==> config.mk <==
export PLATFORM = sky130hd
export DESIGN_NAME = cfg_rd_arbiter
export DESIGN_NICKNAME = d
export VERILOG_FILES = /design/src/rtl/cfg_rd_arbiter_pkg.sv /design/src/rtl/cfg_rd_arbiter_rr_pick.sv /design/src/rtl/cfg_rd_arbiter.sv
export SDC_FILE = /design/constraint.sdc
export NUM_CORES = 1
export LEC_CHECK = 0
export CAP_MARGIN = 20
export CORE_MARGIN = 2
export CORE_UTILIZATION = 50
export CTS_CLUSTER_DIAMETER = 120
export DETAILED_ROUTE_END_ITERATION = 8
export PLACE_DENSITY = 0.86
export SYNTH_ARGS = -nofsm -noshare
export SYNTH_HDL_FRONTEND = slang
export SYNTH_SLANG_ARGS = --single-unit
==> constraint.sdc <==
create_clock -name clk -period 5.7 [get_ports clk]
set_input_delay 1.14 -clock clk [delete_from_list [all_inputs] [get_ports clk]]
set_output_delay 1.14 -clock clk [all_outputs]
set_load 0.01 [all_outputs]
==> src/rtl/cfg_rd_arbiter_pkg.sv <==
// Shared constants and state encodings for the configuration-space read arbiter.
package cfg_rd_arbiter_pkg;

    localparam int          CFG_DWADDR_W      = 10;
    localparam logic [31:0] CFG_RD_ABORT_DATA = 32'hFFFF_FFFF;
    localparam int          CFG_CNT_W         = 16;

    typedef enum logic [1:0] {
        CFG_ARB_IDLE  = 2'd0,
        CFG_ARB_READ  = 2'd1,
        CFG_ARB_DRAIN = 2'd2
    } cfg_arb_state_e;

    // A single requester still needs a 1-bit pointer/index signal.
    function automatic int ptr_width(input int n);
        return (n > 1) ? $clog2(n) : 1;
    endfunction

endpackage

==> src/rtl/cfg_rd_arbiter_rr_pick.sv <==
// Combinational round-robin priority encoder: first set request at or above the
// pointer, wrapping from NUM_REQ-1 back to 0.
module cfg_rd_arbiter_rr_pick
    import cfg_rd_arbiter_pkg::*;
#(
    parameter int NUM_REQ = 2,
    parameter int PTR_W   = ptr_width(NUM_REQ)
)
(
    input  logic [NUM_REQ-1:0] i_req,
    input  logic [PTR_W-1:0]   i_ptr,
    output logic [NUM_REQ-1:0] o_gnt,
    output logic [PTR_W-1:0]   o_idx
);

    logic w_found;

    // k is the scan distance from the pointer; p is the absolute position.
    always_comb begin
        o_gnt   = '0;
        o_idx   = '0;
        w_found = 1'b0;
        for (int k = 0; k < NUM_REQ; k++) begin
            for (int p = 0; p < NUM_REQ; p++) begin
                if (!w_found && i_req[p] && (p == ((int'(i_ptr) + k) % NUM_REQ))) begin
                    w_found  = 1'b1;
                    o_gnt[p] = 1'b1;
                    o_idx    = PTR_W'(p);
                end
            end
        end
    end

endmodule

==> src/rtl/cfg_rd_arbiter.sv <==
// Round-robin arbiter sharing the core's single config-space read port between
// NUM_REQ requesters, with a bounded wait on the core's done strobe.
module cfg_rd_arbiter
    import cfg_rd_arbiter_pkg::*;
#(
    parameter int NUM_REQ = 2,
    parameter int TIMEOUT = 255
)
(
    input  logic                             clk,
    input  logic                             rst_n,
    input  logic [NUM_REQ-1:0]               i_req,
    input  logic [NUM_REQ*CFG_DWADDR_W-1:0]  i_req_dwaddr,
    output logic [NUM_REQ-1:0]               o_gnt,
    output logic [NUM_REQ-1:0]               o_ack,
    output logic [31:0]                      o_data,
    output logic                             o_timeout,
    output logic                             o_busy,
    output logic [CFG_DWADDR_W-1:0]          o_cfg_dwaddr,
    output logic                             o_cfg_rd_en,
    input  logic [31:0]                      i_cfg_do,
    input  logic                             i_cfg_rd_wr_done
);

    localparam int                   PTR_W   = ptr_width(NUM_REQ);
    localparam logic [CFG_CNT_W-1:0] TO_LAST = CFG_CNT_W'(TIMEOUT - 1);
    localparam logic [CFG_CNT_W-1:0] CNT_MAX = '1;
    localparam logic [PTR_W-1:0]     PTR_TOP = PTR_W'(NUM_REQ - 1);

    cfg_arb_state_e          r_state;
    logic [PTR_W-1:0]        r_ptr;
    logic [CFG_CNT_W-1:0]    r_cnt;
    logic [NUM_REQ-1:0]      r_gnt;
    logic [NUM_REQ-1:0]      r_ack;
    logic [31:0]             r_data;
    logic                    r_timeout;
    logic                    r_busy;
    logic [CFG_DWADDR_W-1:0] r_dwaddr;
    logic                    r_rd_en;

    logic [NUM_REQ-1:0]      w_pick_gnt;
    logic [PTR_W-1:0]        w_pick_idx;
    logic                    w_any_req;
    logic [CFG_DWADDR_W-1:0] w_win_addr;
    logic [PTR_W-1:0]        w_next_ptr;

    cfg_rd_arbiter_rr_pick #(
        .NUM_REQ (NUM_REQ),
        .PTR_W   (PTR_W)
    ) u_rr_pick (
        .i_req (i_req),
        .i_ptr (r_ptr),
        .o_gnt (w_pick_gnt),
        .o_idx (w_pick_idx)
    );

    assign w_any_req  = |i_req;
    assign w_next_ptr = (w_pick_idx == PTR_TOP) ? '0 : w_pick_idx + PTR_W'(1);

    // One-hot grant selects the address slice as a plain AND-OR mux.
    always_comb begin
        w_win_addr = '0;
        for (int k = 0; k < NUM_REQ; k++) begin
            if (w_pick_gnt[k]) begin
                w_win_addr = w_win_addr | i_req_dwaddr[k*CFG_DWADDR_W +: CFG_DWADDR_W];
            end
        end
    end

    always_ff @(posedge clk or negedge rst_n) begin
        if (!rst_n) begin
            r_state   <= CFG_ARB_IDLE;
            r_ptr     <= '0;
            r_cnt     <= '0;
            r_gnt     <= '0;
            r_ack     <= '0;
            r_data    <= '0;
            r_timeout <= 1'b0;
            r_busy    <= 1'b0;
            r_dwaddr  <= '0;
            r_rd_en   <= 1'b0;
        end else begin
            r_ack     <= '0;
            r_timeout <= 1'b0;
            case (r_state)
                CFG_ARB_IDLE: begin
                    if (w_any_req) begin
                        r_gnt    <= w_pick_gnt;
                        r_dwaddr <= w_win_addr;
                        r_rd_en  <= 1'b1;
                        r_cnt    <= '0;
                        r_busy   <= 1'b1;
                        r_ptr    <= w_next_ptr;
                        r_state  <= CFG_ARB_READ;
                    end
                end
                CFG_ARB_READ: begin
                    // A done in the same cycle as the last allowed count still wins.
                    if (i_cfg_rd_wr_done) begin
                        r_data  <= i_cfg_do;
                        r_rd_en <= 1'b0;
                        r_ack   <= r_gnt;
                        r_state <= CFG_ARB_DRAIN;
                    end else if (r_cnt == TO_LAST) begin
                        r_data    <= CFG_RD_ABORT_DATA;
                        r_rd_en   <= 1'b0;
                        r_ack     <= r_gnt;
                        r_timeout <= 1'b1;
                        r_state   <= CFG_ARB_DRAIN;
                    end else if (r_cnt != CNT_MAX) begin
                        r_cnt <= r_cnt + CFG_CNT_W'(1);
                    end
                end
                CFG_ARB_DRAIN: begin
                    // Hold off re-arbitration until the core lets go of done.
                    if (!i_cfg_rd_wr_done) begin
                        r_gnt   <= '0;
                        r_busy  <= 1'b0;
                        r_state <= CFG_ARB_IDLE;
                    end
                end
                default: begin
                    r_gnt     <= '0;
                    r_ack     <= '0;
                    r_data    <= '0;
                    r_timeout <= 1'b0;
                    r_busy    <= 1'b0;
                    r_dwaddr  <= '0;
                    r_rd_en   <= 1'b0;
                    r_state   <= CFG_ARB_IDLE;
                end
            endcase
        end
    end

    assign o_gnt        = r_gnt;
    assign o_ack        = r_ack;
    assign o_data       = r_data;
    assign o_timeout    = r_timeout;
    assign o_busy       = r_busy;
    assign o_cfg_dwaddr = r_dwaddr;
    assign o_cfg_rd_en  = r_rd_en;

`ifndef SYNTHESIS
    a_ack_onehot: assert property (@(posedge clk) disable iff (!rst_n) $onehot0(r_ack));
    a_timeout_qualified: assert property (@(posedge clk) disable iff (!rst_n) r_timeout |-> (|r_ack));
`endif

endmodule

==> Yosys cells after proc, flatten, opt, wreduce, memory -nomap -nowiden <==
Cells that the tools add are included.
{ "totals": {"register_bits": 68, "latchBits": 0, "ramBits": 0, "rom_bits": 0, "in_bits": 57, "output_inout_bits": 49, "word_cells": 94, "memories": 0} }
{ "classes": {"addsub": 3, "n_mul": 0, "n_div": 0, "magnitude_cmp": 0, "eq_ne": 11, "n_shift": 0, "mux": 40, "bitwise": 6, "reduce_logical": 24} }
{ "ops": {"columns": ["op", "n"], "rows": [
  ["32-bit logical NOT", 2],
  ["16-bit 2-to-1 mux", 4],
  ["32-bit 2-to-1 mux", 2],
  ["32-bit case mux with 2 select lines", 1],
  ["16-bit case mux with 2 select lines", 1],
  ["10-bit 2-to-1 mux", 3],
  ["10-bit case mux with 2 select lines", 1],
  ["16-bit by 1-bit adder with 16-bit output (second input constant)", 1],
  ["16-bit by 8-bit == test with 1-bit output (second input constant)", 1],
  ["1-bit 2-to-1 mux", 16],
  ["2-bit 2-to-1 mux", 8],
  ["16-bit inequality test (second input constant)", 1],
  ["2-bit case mux with 3 select lines", 2],
  ["2-bit inequality test (second input constant)", 5],
  ["10-bit bitwise OR", 1],
  ["3-bit AND reduction", 3],
  ["1-bit logical AND", 7],
  ["1-bit case mux with 3 select lines", 2],
  ["2-bit AND reduction", 3],
  ["2-bit OR reduction", 3],
  ["5-bit AND reduction", 1],
  ["1-bit inverter", 4],
  ["1-bit logical NOT", 3],
  ["3-bit inequality test (second input constant)", 1],
  ["7 further kinds", 8]
]} }

==> Depth between registers and ports, before layout <==
{ "depth": {"ltp_word": 18, "ltp_mapped": 9, "ltp_nobuf": 7} }

==> Modules after synthesis <==
Synthesis repeated with hierarchy kept, for this count alone.
{ "unflattened": {"cells_unflattened": 404, "area_unflattened_um2": 3719.8} }
{ "modules_own_cells": {"columns": ["module", "n_inst", "cells_each", "area_per_inst_um2", "seq_area_each_um2"], "rows": [
  ["cfg_rd_arbiter", 1, 400, 3689.8, 1701.6],
  ["cfg_rd_arbiter_rr_pick", 1, 4, 30.0, 0.0]
]} }

==> Least setup slack after synthesis <==
No wires, ideal clock.
{ "synth_path": {"path_type": "input to register", "startpoint": "in i_cfg_rd_wr_done", "endpoint": "reg r_cnt[11]", "setup_time_ns": 0.078, "arrival_time_ns": 2.302, "required_ns": 5.622, "slack_ns": 3.320, "path_stages": 6, "path_buffers": 1, "path_cell_list": "inv_1 -> nand2_1 -> o21a_2 -> buf_6 -> or4_1 -> a21oi_1"} }
{ "synth_between": {"elab_chain_cells": 2} }
{ "synth_rtl": {"columns": ["item", "line_no", "source"], "rows": [
  ["start, declared", "cfg_rd_arbiter.sv:22", "input logic i_cfg_rd_wr_done"],
  ["2-bit inequality test (no line)", null, null],
  ["5-bit AND reduction (no line)", null, null],
  ["end signal, assigned", "cfg_rd_arbiter.sv:111", "r_cnt <= r_cnt + CFG_CNT_W'(1);"],
  ["end, declared", "cfg_rd_arbiter.sv:32", "logic [CFG_CNT_W-1:0] r_cnt;"]
]} }
No other way between the ends.
A chain may end at the register's enable or synchronous reset.

==> Worst setup path in the final report <==
{ "layout_path": {"startpoint": "in i_cfg_rd_wr_done", "endpoint": "reg r_cnt[6]"} }
The elaborated chain is that of the path after synthesis.

==> impl_metrics.tcl <==
set metrics [dict create \
    status "completed" \
    hold_path.class "reg -> reg" \
    cts_resized 0 \
    routedWlPerCell_um 15.66 \
    fmax_mhz 307.5 \
    num_vias 2996 \
    p_sw_mw 0.7738 \
    peakVddDrop_mv 0.2532 \
    place.gp.congestion 0.8730 \
    io_pins 106 \
    dp.cells 508 \
    antenna_found_initial 0 \
    arrival_ns 3.48 \
    synth_cell_types 46 \
    routed.top_layer "met4" \
    fin_nets 505 \
    fin_crit_ns 3.252 \
    die_w_um 84.73 \
    syn_inst 348 \
    grt_pass1_wl_um 13570 \
    grt_pass1_vias 2755 \
    drive_gt1_share_pct 6.264 \
    power_frac_comb_pct 44.7 \
    grtUsageTotal_pct 23.81 \
    clock_path_buffers 2 \
    synth_area_um2 3258 \
    die-area_um2 7178 \
    cts_max_level 3 \
    clk_pin_slew_ns 0.07 \
    drc 0 \
    setup.worst_path.start_class "primary input" \
    portBuffers 105 \
    tns_ns 0 \
    rsz0062_at_grt "false" \
    wl_met3_um 465 \
    num_antenna_cells 0 \
    endpoint_kind "flip-flop" \
    leakage_nw 1.879 \
    synth_top_cell_by_area "dfrtp_1" \
    swShare_pct 38.27 \
    grt_start_max_net_pins 69 \
    fp.coreArea_um2 6314 \
    fin_crit_sh_pct 57.06 \
    ys_warn_count 0 \
    dr.pass1.iters 4 \
    tightest_slew_ns 0.8442 \
    seqPwrFrac_pct 34.4 \
    path_class "in -> reg" \
    postCtsHoldBufs 0 \
    finalSetupViolCount 0 \
    pre_cts_ws_ns 2.125 \
    wl_met1_um 3537 \
    ys_ff_latch 68 \
    cts_buffers 9 \
    synth-edff-count 0 \
    internal_power_mw 1.248 \
    clock_skew_ns 0.005824 \
    drv_cap 0 \
    synth_top_area_share_pct 52.23 \
    wl_met2_um 3933 \
    post-cts-setup-buffers 0 \
    area_growth_pct 38.21 \
    slew_headroom_pct 43.66 \
    fp.dieH_um 84.73 \
    finalPower_mw 2.022 \
    cts_sinks 68 \
    row_count 29 \
    synth_seq_area_share_pct 52.23 \
    powerDensity_nw_per_um2 449.0 \
    power_frac_clock_pct 20.9 \
    grt_overflow 0 \
    via_per_inst 5.718 \
    start_util_pct 51.61 \
    synthArstFlopShare_pct 100.0 \
    tritoncts "built" \
    fin_cells 524 \
    hpwl_um 5664 \
    clock_latency_ns 0.34 \
    drt_wl_total_um 8205 \
    root_buffer "clkbuf_8" \
    synth.net_count 410 \
    synth.avg_cell_area_um2 9.362 \
    drt_iter0_markers 185 \
    synth_ff_type "dfrtp_1" \
    synth_area_leaders "dfrtp_1, o21ai_0, nand2_1" \
    hold_viol_final 0 \
    drv_slew 0 \
    critical_path.max_fanout 34 \
    worst_slack_ns 2.448 \
    ant_nets 0 \
    required_ns 5.93 \
]
power by group through the flow:
stage | registers [mW] | logic, mW | clock network [mW]
5_1_grt | 0.712 | 1.00 | 0.448
4_1_cts | 0.695 | 0.906 | 0.425
2_1_floorplan | 0.749 | 0.502 | 0
6_report | 0.696 | 0.904 | 0.422
3_3_place_gp | 0.697 | 0.865 | 0
3_5_place_dp | 0.702 | 0.898 | 0
worst paths after layout:
path	slack (ns)	end	cells after the start	start
worst max-delay path	2.45	r_cnt[6]$_DFFE_PN0P_	6	i_cfg_rd_wr_done
max in group asynchronous	4.18	o_data[30]$_DFFE_PN0P_	2	rst_n
worst max register to register	3.25	r_cnt[2]$_DFFE_PN0P_	6	r_state[1]$_DFFE_PN0P_
min in group asynchronous	0.99	o_cfg_dwaddr[1]$_DFFE_PN0P_	2	rst_n
worst min register to register	0.48	o_data[22]$_DFFE_PN0P_	2	o_data[22]$_DFFE_PN0P_
worst min-delay path	0.48	o_data[22]$_DFFE_PN0P_	2	o_data[22]$_DFFE_PN0P_
worst max-delay path: stages:
cell,delay (ns)
clkdlybuf4s50_1,0.43
inv_1,0.63
nand2_1,0.22
o21ai_0,0.51
nand2_1,0.20
a211o_1,0.34
synthesized netlist by cell type, drive strengths merged, types with 2 or more instances:
cell type and number:
a21oi 10, nand3 13, a32o 2, nand2b 4
inv 9, and4 3, o21a 2, nor3 3
and3 5, a31oi 2, a21boi 2, a22oi 10
or2 3, o21ai 84, nor2 10, o31ai 9
buf 12, ha 5, clkbuf 13, nand2 50
nand4b 2, nand4 3, or4 9, dfrtp 68
cells in the final DEF, fill, tap and decap left out, drive strengths merged, types with 2 or more instances in the layout:
cell type      netlist  final
ha                   5      5
nand4b               2      2
dfrtp               68     68
o21a                 2      2
nand4                3      3
o31ai                9      9
a32o                 2      2
clkdlybuf4s50        0    104
inv                  9      9
o21ai               84     84
nand3               13     13
nand2               50     50
a21oi               10     10
a21boi               2      2
clkbuf              13     10
a31oi                2      2
a22oi               10     10
and3                 5      5
nor2                10     10
and4                 3      3
or4                  9      9
or2                  3      3
clkinv               0      2
nand2b               4      4
nor3                 3      3
buf                 12      5
bufinv               0      2
layout make-up:
class                      instances  area (µm²)
sequential                        68        1702
multi-input combinational        246        1393
tap                               77       96.34
timing repair buffer             109        1074
clock buffer                      10       127.6
inverter                           9       33.78
clock inverter                     5       77.57
fill                             461        1810
layer usage:
layer,up-vias,track usage [%]
li1,1445,-
met1,1434,32.26
met2,95,37.29
met3,22,3.736
met4,0,12.12
met5,-,0
cell families (layout without fill, tap and decap cells):
family                     count (synthesis)  in the layout  synth area share, %
AOI/OAI and AO/OA                        129            129                22.81
adders and majority gates                  5              5                1.920
buffers and inverters                     34            133                5.031
DFF                                       68             68                52.23
muxes                                      2              2               0.6528
and+or+nand+nor                          110            110                17.36
flip-flops by register name, indices dropped and copies added, names as in the netlist:
| register | flops |
|---|---|
| o_ack | 2 |
| o_busy | 1 |
| o_cfg_dwaddr | 10 |
| r_cnt | 16 |
| o_data | 32 |
| o_gnt | 2 |
| o_cfg_rd_en | 1 |
| r_ptr | 1 |
| o_timeout | 1 |
| r_state | 2 |
through the flow:
| stage | instance area [µm²] | util [%] | hold slack (ns) |
|---|---|---|---|
| 2_1_floorplan | 3258 | - | 0.4745 |
| 3_3_place_gp | 4293 | 67.99 | 0.4609 |
| 3_5_place_dp | 4293 | 67.99 | 0.4699 |
| 4_1_cts | 4498 | 71.24 | 0.4857 |
| 5_1_grt | 4503 | 71.32 | 0.5096 |
| 6_report | 4503 | 71.32 | 0.4800 |
Power figures use the tool's default switching activity.
